$ cat config.mk
export PLATFORM = sky130hd
export DESIGN_NAME = bcd_serial_adder_ctrl
export DESIGN_NICKNAME = d
export VERILOG_FILES = /design/src/rtl/bcd_pkg.sv /design/src/rtl/bcd_digit_add.sv /design/src/rtl/bcd_serial_adder_ctrl.sv
export SDC_FILE = /design/constraint.sdc
export NUM_CORES = 1
export LEC_CHECK = 0
export CORE_ASPECT_RATIO = 0.8
export CORE_UTILIZATION = 50
export DETAILED_ROUTE_END_ITERATION = 10
export PLACE_DENSITY_LB_ADDON = 0.25
export SYNTH_ARGS = -nofsm -noshare
export SYNTH_HDL_FRONTEND = slang
export SYNTH_SLANG_ARGS = --single-unit
$ cat constraint.sdc
create_clock -name clk -period 5.7 [get_ports clk]
set_clock_uncertainty 0.15 [all_clocks]
set_input_delay 1.71 -clock clk [delete_from_list [all_inputs] [get_ports clk]]
set_output_delay 1.71 -clock clk [all_outputs]
set_load 0.03 [all_outputs]
$ cat src/rtl/bcd_pkg.sv
// Shared constants, state encoding and digit helpers for the serial BCD adder.
package bcd_pkg;

  localparam int DW = 4;
  localparam logic [DW-1:0] BCD_MAX = 4'd9;
  localparam logic [DW-1:0] BCD_ADJ = 4'd6;

  typedef logic [1:0] state_t;
  localparam state_t ST_IDLE = 2'd0;
  localparam state_t ST_RUN  = 2'd1;
  localparam state_t ST_DONE = 2'd2;

  function automatic logic [DW-1:0] nines_comp(input logic [DW-1:0] d);
    return BCD_MAX - d;
  endfunction

endpackage

$ cat src/rtl/bcd_digit_add.sv
// Combinational single-digit BCD adder: digit + digit + carry -> digit + carry.
module bcd_digit_add
  import bcd_pkg::*;
(
  input  logic [DW-1:0] x,
  input  logic [DW-1:0] y,
  input  logic          ci,
  output logic [DW-1:0] s,
  output logic          co
);

  logic [DW:0] raw;

  always_comb begin
    raw = {1'b0, x} + {1'b0, y} + {{DW{1'b0}}, ci};
    co  = (raw > {1'b0, BCD_MAX});
    // Adding 6 skips the six unused 4-bit codes; the carry is taken from co.
    s   = co ? (raw[DW-1:0] + BCD_ADJ) : raw[DW-1:0];
  end

endmodule

$ cat src/rtl/bcd_serial_adder_ctrl.sv
// Multi-digit packed-BCD adder, one digit per clock through a shared digit adder.
// Optional macro BCD_SUB_EN adds op_sub for nine's-complement subtraction.
module bcd_serial_adder_ctrl
  import bcd_pkg::*;
#(
  parameter int NDIG = 4
) (
  input  logic             clk,
  input  logic             rst_n,
  input  logic             start,
  input  logic [4*NDIG-1:0] a,
  input  logic [4*NDIG-1:0] b,
  input  logic             cin,
`ifdef BCD_SUB_EN
  input  logic             op_sub,
`endif
  output logic             busy,
  output logic             done,
  output logic [4*NDIG-1:0] sum,
  output logic             cout,
  output logic             invalid
);

  localparam int W  = NDIG * DW;
  localparam int IW = (NDIG > 1) ? $clog2(NDIG) : 1;
  localparam logic [IW-1:0] LAST = IW'(NDIG - 1);

  state_t        state_q, state_d;
  logic [W-1:0]  a_q, a_d, b_q, b_d, sum_q, sum_d;
  logic [IW-1:0] idx_q, idx_d;
  logic          carry_q, carry_d, cout_q, cout_d;
  logic          invalid_q, invalid_d, busy_q, busy_d, done_q, done_d;

  logic [DW-1:0] x_dig, y_dig, s_dig;
  logic          c_dig;
  logic          sub_sel, cin_eff, inv_in;
  logic [W-1:0]  b_eff;

`ifdef BCD_SUB_EN
  assign sub_sel = op_sub;
`else
  assign sub_sel = 1'b0;
`endif

  assign x_dig = a_q[idx_q*DW +: DW];
  assign y_dig = b_q[idx_q*DW +: DW];

  bcd_digit_add u_dig (
    .x  (x_dig),
    .y  (y_dig),
    .ci (carry_q),
    .s  (s_dig),
    .co (c_dig)
  );

  // Validity is judged on the raw operands, before any complementing of b.
  always_comb begin
    inv_in  = 1'b0;
    b_eff   = b;
    cin_eff = sub_sel ? 1'b1 : cin;
    for (int i = 0; i < NDIG; i++) begin
      if (a[i*DW +: DW] > BCD_MAX || b[i*DW +: DW] > BCD_MAX) inv_in = 1'b1;
      if (sub_sel) b_eff[i*DW +: DW] = nines_comp(b[i*DW +: DW]);
    end
  end

  always_comb begin
    state_d   = state_q;
    a_d       = a_q;
    b_d       = b_q;
    sum_d     = sum_q;
    idx_d     = idx_q;
    carry_d   = carry_q;
    cout_d    = cout_q;
    invalid_d = invalid_q;
    busy_d    = (state_q == ST_RUN);
    done_d    = (state_q == ST_DONE);
    case (state_q)
      ST_IDLE: begin
        if (start) begin
          a_d       = a;
          b_d       = b_eff;
          carry_d   = cin_eff;
          invalid_d = inv_in;
          sum_d     = '0;
          cout_d    = 1'b0;
          idx_d     = '0;
          state_d   = ST_RUN;
        end
      end
      ST_RUN: begin
        sum_d[idx_q*DW +: DW] = s_dig;
        carry_d = c_dig;
        if (idx_q == LAST) begin
          cout_d  = c_dig;
          idx_d   = '0;
          state_d = ST_DONE;
        end else begin
          idx_d = idx_q + 1'b1;
        end
      end
      ST_DONE: state_d = ST_IDLE;
      default: state_d = ST_IDLE;
    endcase
  end

  always_ff @(posedge clk or negedge rst_n) begin
    if (!rst_n) begin
      state_q   <= ST_IDLE;
      a_q       <= '0;
      b_q       <= '0;
      sum_q     <= '0;
      idx_q     <= '0;
      carry_q   <= 1'b0;
      cout_q    <= 1'b0;
      invalid_q <= 1'b0;
      busy_q    <= 1'b0;
      done_q    <= 1'b0;
    end else begin
      state_q   <= state_d;
      a_q       <= a_d;
      b_q       <= b_d;
      sum_q     <= sum_d;
      idx_q     <= idx_d;
      carry_q   <= carry_d;
      cout_q    <= cout_d;
      invalid_q <= invalid_d;
      busy_q    <= busy_d;
      done_q    <= done_d;
    end
  end

  assign busy    = busy_q;
  assign done    = done_q;
  assign sum     = sum_q;
  assign cout    = cout_q;
  assign invalid = invalid_q;

endmodule

==> Word-level counts from Yosys, hierarchy flattened <==
Index checks and enable logic that the tools add are counted.
{ "totals": {"input_bits": 36, "register_bits": 57} }
{ "op_classes": {"mux": 19, "eq_ne": 5, "n_addsub": 5, "n_reduce_logical": 10, "shifts": 4, "order_cmp": 9} }
{ "ops": {"columns": ["cell", "count"], "rows": [
  ["4-bit negator with 34-bit output", 1],
  ["4-bit by 34-bit variable shift with 16-bit output, first input constant", 1],
  ["4-bit by 34-bit indexed part select with 16-bit output", 1],
  ["4-bit greater-than comparator, second input constant", 8],
  ["16-bit one-hot mux with 2 select lines", 1],
  ["16-bit by 5-bit indexed part select with 4-bit output", 2],
  ["16-bit bitwise mux", 1],
  ["16-bit two-way mux", 1],
  ["2-bit two-way mux", 4],
  ["2-bit one-hot mux with 2 select lines", 2],
  ["1-bit two-way mux", 7],
  ["2-bit AND reduction", 3],
  ["4-bit by 4-bit adder with 5-bit output", 1],
  ["5-bit by 1-bit adder with 5-bit output", 1],
  ["5-bit by 4-bit greater-than comparator with 1-bit output, second input constant", 1],
  ["4-bit by 3-bit adder with 4-bit output, second input constant", 1],
  ["2-bit == test, second input constant", 2],
  ["1-bit logical OR", 4],
  ["4-bit two-way mux", 1],
  ["1-bit one-hot mux with 2 select lines", 2],
  ["3-bit AND reduction", 1],
  ["2-bit by 1-bit adder with 2-bit output, second input constant", 1],
  ["2-bit by 1-bit == test with 1-bit output, second input constant", 1],
  ["2-bit zero test", 1],
  ["3 further kinds", 3]
]} }

==> Longest topological paths before layout <==
{ "logic_depth": {"word_depth": 8, "ltp_mapped": 11, "mapped_depth_nobuf": 10} }

==> Cells and area by module <==
From an unflattened synthesis, not the netlist that was laid out.
{ "hier_totals": {"cells_unflattened": 195, "hier_area_um2": 2740.1} }
{ "by_module_without_submodules": {"columns": ["mod", "seq_area_each_um2", "area_per_inst_um2", "cells_each", "n_inst"], "rows": [
  ["bcd_serial_adder_ctrl", 1426.4, 2528.7, 173, 1],
  ["bcd_digit_add", 0.0, 211.5, 22, 1]
]} }

==> Worst setup path before layout <==
No wires, ideal clock.
{ "synth_timing": {"path_kind": "register to register", "from": "register idx_q[0]", "to": "register sum_q[10], in the netlist sum[10]", "period_less_slack_ns": 3.817, "setup_time_ns": 0.130, "slack_ns": 1.883, "t_required_ns": 5.420, "n_path_buf": 1, "stages_incl_launch_ff": 12, "arrival_ns": 3.537, "cell_sequence": "dfrtp_1 buf_2 mux4_2 fa_1 fa_1 xnor2_1 ha_1 nor2b_1 a2111oi_0 a211oi_2 a211oi_2 o21ai_1"} }
{ "synth_between": {"elab_chain_cells": 8, "word_cells_on_any_way": 12, "classes_between": "add/sub (4); order compare (1); shift (4); mux (3)"} }
{ "synth_lines": {"columns": ["item", "line", "text"], "rows": [
  ["start, declared", "bcd_serial_adder_ctrl.sv:30", "logic [IW-1:0] idx_q, idx_d;"],
  ["start signal, assigned", "bcd_serial_adder_ctrl.sv:124", "idx_q <= idx_d;"],
  ["16-bit by 5-bit indexed part select with 4-bit output, on equally long branches", "bcd_serial_adder_ctrl.sv:45, bcd_serial_adder_ctrl.sv:46", null],
  ["4-bit by 4-bit adder with 5-bit output", "bcd_digit_add.sv:15", "raw = {1'b0, x} + {1'b0, y} + {{DW{1'b0}}, ci};"],
  ["5-bit by 1-bit adder with 5-bit output", "bcd_digit_add.sv:15", null],
  ["4-bit by 3-bit adder with 4-bit output / 5-bit by 4-bit greater-than comparator with 1-bit output (equally long branches)", "bcd_digit_add.sv:18, bcd_digit_add.sv:16", null],
  ["4-bit two-way mux", "bcd_digit_add.sv:18", "s = co ? (raw[DW-1:0] + BCD_ADJ) : raw[DW-1:0];"],
  ["4-bit by 34-bit indexed part select with 16-bit output", "bcd_serial_adder_ctrl.sv:92", "sum_d[idx_q*DW +: DW] = s_dig;"],
  ["16-bit bitwise mux *", "bcd_serial_adder_ctrl.sv:92", null],
  ["16-bit one-hot mux with 2 select lines *", "bcd_serial_adder_ctrl.sv:78", "case (state_q)"],
  ["end signal, assigned", "bcd_serial_adder_ctrl.sv:123", "sum_q <= sum_d;"],
  ["end, declared", "bcd_serial_adder_ctrl.sv:29", "logic [W-1:0] a_q, a_d, b_q, b_d, sum_q, sum_d;"]
]} }
Mark *: on every way between the ends. The rest lies on a longest branch, timed or not.
A chain may end at the register's enable or synchronous reset.

==> Worst setup path after layout <==
Same ends and word-level chain as after synthesis.

==> key figures <==
Clock network
  • Clk sink count: 57
  • Htree depth: 3
  • Post_cts resized: 0
  • CTS Buffer Depth: 2
  • CTS Hold Buffers Added: 0
  • Clk slew on worst S/H paths: about 0.06 ns
  • Post-CTS Setup Inserts: 0
  • Total CTS buffers: 9
  • CTS root buf: clkbuf_8
  • Worst-Skew Late Latency: between 0.3 and 0.4 ns
  • CTS tree: built

Critical path
  • Buf/Inv on CP: 0
  • Critical path capture point type: register
  • Crit path arrival time: 4.31 ns
  • Family with the most delay on the worst path: adder cells
  • Crit Path Category: register to register
  • Startpoint Class: register
  • CP Cell Sequence: mux4_2 > fa_1 > fa_1 > xnor2_1 > ha_1 > nor2b_1 > a2111oi_0 > a211oi_2 > a211oi_2 > o21ai_1
  • Worst path slowest cell: dfrtp_1
  • WP data required: roughly 5.8 ns
  • Critical path's largest stage delay: 0.78 ns
  • Critical Path Fanout Max: 15

Timing
  • Worst setup margin: roughly 1.4 ns
  • Final min period: approximately 4.3 ns
  • Final period util: between 70% and 80%
  • Max Slew Vio Count: 0
  • Setup TNS: 0 ns
  • Achievable frequency: between 200 and 250 MHz
  • Hold Slack: ~0.33 ns
  • Tightest Pin Transition: between 0.7 and 0.8 ns
  • Final setup violation count: 0
  • Hold Vio Cnt, Final: 0
  • RSZ-0062 raised after global routing: false
  • Rel. slew slack: between 50% and 60%

Synth
  • Top post-synthesis cells by area: dfrtp_1 52%, mux2_2 13%, mux4_2 6.6%
  • Compound-Gate Fraction of Synth Area: ~11%
  • Number of flops mapped to enable cells by yosys: 0
  • Adder-Cell Fraction of Synth Area: around 5.6%
  • Top cell type's share of synthesized area: between 50% and 60%
  • Distinct cells, synth: 36
  • Most frequent cells after synthesis: 57 x dfrtp_1, 32 x mux2_2, 32 x nand2_1, 15 x o21ai_0
  • Mean Syn Cell Area: between 10 and 15 um2
  • Mapped cell area: around 0.0027 mm2
  • Main combinational cell family by area after synthesis: multiplexers
  • Share of flip-flops with an asynchronous set or reset: between 90% and 100%
  • Synthesized netlist cell count: around 230
  • Post-Synth XOR/XNOR Area: less than 1%
  • Ys flop type: dfrtp_1
  • Cell taking the most area after synthesis: dfrtp_1
  • Ys Warns: 0
  • Net Count, Synth: 274
  • Most instantiated library cell after synthesis: dfrtp_1
  • Synth Area in Simple Gates: between 9 and 10%
  • #FFs+latches synth: 57
  • Mux cell area share after synthesis: a little under 20%
  • Post-synthesis sequential area ratio: 51.9%

Placed design
  • Pre-CTS WS: approximately 1.5 ns
  • PortBufs: 55
  • Global placement routability congestion: approximately 0.83
  • Area after DPL: around 0.0034 mm2
  • Post-detail-place hpwl: 4080 um

Drt
  • Total routed wirelength: approximately 5400 um
  • Initial drt markers: ~110
  • TritonRoute pass-1 iters: 7
  • Wire per inst: 15.4 um
  • Via count: between 1500 and 2000
  • Vias per Instance: 5.61
  • DR DRC count: 3
  • Post-DRT Antenna Nets: 0

Worst hold path
  • Hold Crit Class: register to register

Status
  • Failing checks: design-rule violations
  • Status: finished, violations left

Floorplan
  • I/O Pins: 56
  • Initial cell density of the core: a little over half
  • Die height: approximately 68 um
  • Row cnt: 23
  • Die area: just under 0.006 mm2
  • Core ar.: slightly above 0.005 mm2
  • Die width: 84.9 um

Finish
  • Fillers: slightly above 400
  • Antenna cells: 0
  • Layout cell share with drive strength beyond 1: about a fifth
  • Layout Nets: ~340
  • Design Area, Final: ~0.0035 mm2
  • P&R area growth vs syn: 27.8%

Global route
  • First-pass GRT wire length: between 9000 and 10000 um
  • Largest net degree at the start of global routing: 58
  • Initial antenna violation count: 0
  • Number of global-route vias before repair: about 1900
  • GRT overflow: 0
  • Tot GR Track Use: a little over a fifth

Flow run
  • Max Cap Viol: 0
-- worst register-to-register path, cell delays in order (launching register included) --
cell	delay, ns
dfrtp_1	0.78
mux4_2	0.62
fa_1	0.46
fa_1	0.44
xnor2_1	0.21
ha_1	0.26
nor2b_1	0.16
a2111oi_0	0.46
a211oi_2	0.10
a211oi_2	0.39
o21ai_1	0.12
-- cell families after synthesis --
kind of cell	after synthesis
AO/OA/AOI/OAI	48
XOR/XNOR	1
adder cells (fa/ha/maj)	11
buffers and inverters	15
flip-flops	57
multiplexers	40
AND/OR/NAND/NOR	55
-- flip-flops by register name, indices dropped and copies added (netlist names), 2 cells and up --
signal	cells
sum	16
a_q	16
state_q	2
b_q	16
idx_q	2
-- routing by layer --
layer | global-route usage (%) | share of wire, % | up-vias
met1 | 28.5 | 47 | 974
met4 | 8.26 | 1.4 | 0
met5 | 0 | 0 | -
met2 | 34.0 | 47 | 53
met3 | 7.24 | 5.3 | 6
li1 | - | - | 946
-- worst paths after layout --
kind / from / end / slack [ns] / depth (start not counted)
min in group asynchronous: rst_n / state_q[1] / 1.36 / 2
worst max register to register: idx_q[0] / sum[10] / 1.44 / 10
worst min register to register: sum[7] / sum[7] / 0.33 / 2
worst max-delay path: idx_q[0] / sum[10] / 1.44 / 10
worst min-delay path: sum[7] / sum[7] / 0.33 / 2
max in group asynchronous: rst_n / sum[4] / 3.57 / 2
-- cell type report --
cell class                      instances  area (um2)  area share, %
Clock inverter                          1        5.00          0.143
Tap cell                               62        77.6           2.21
Timing Repair Buffer                   57         561           16.0
Inverter                                9        33.8          0.963
Multi-Input combinational cell        155        1260           35.9
Sequential cell                        57        1430           40.6
Clock buffer                           12         145           4.14
-- placed cells by master (no fill, tap or decap), types with 2 or more instances in the layout --
cell type / netlist / routed
a31oi_1: 2 / 2
dfrtp_1: 57 / 57
inv_1: 8 / 8
buf_4: 0 / 2
fa_1: 2 / 2
a211oi_2: 2 / 2
clkdlybuf4s50_1: 0 / 54
clkbuf_8: 0 / 10
o21ai_1: 8 / 8
a21o_1: 3 / 3
nand3_1: 3 / 3
o21ai_0: 15 / 15
o22ai_1: 2 / 2
mux4_2: 8 / 8
nand2_1: 32 / 32
nor2_1: 9 / 8
ha_1: 9 / 9
mux2_2: 32 / 32
nand4_1: 4 / 4
o31ai_1: 5 / 5
clkbuf_1: 2 / 2
a21oi_1: 4 / 4
-- metrics by stage --
step | util (%) | instances
CTS | 68.1 | 353
floorplan | - | 227
detailed placement | 65.2 | 340
global placement | 65.2 | 340
global route | 68.1 | 353
finish | 68.1 | 353
Power is not shown: default switching activity piles up to over one toggle a cycle in this logic, so the estimate is an artifact.
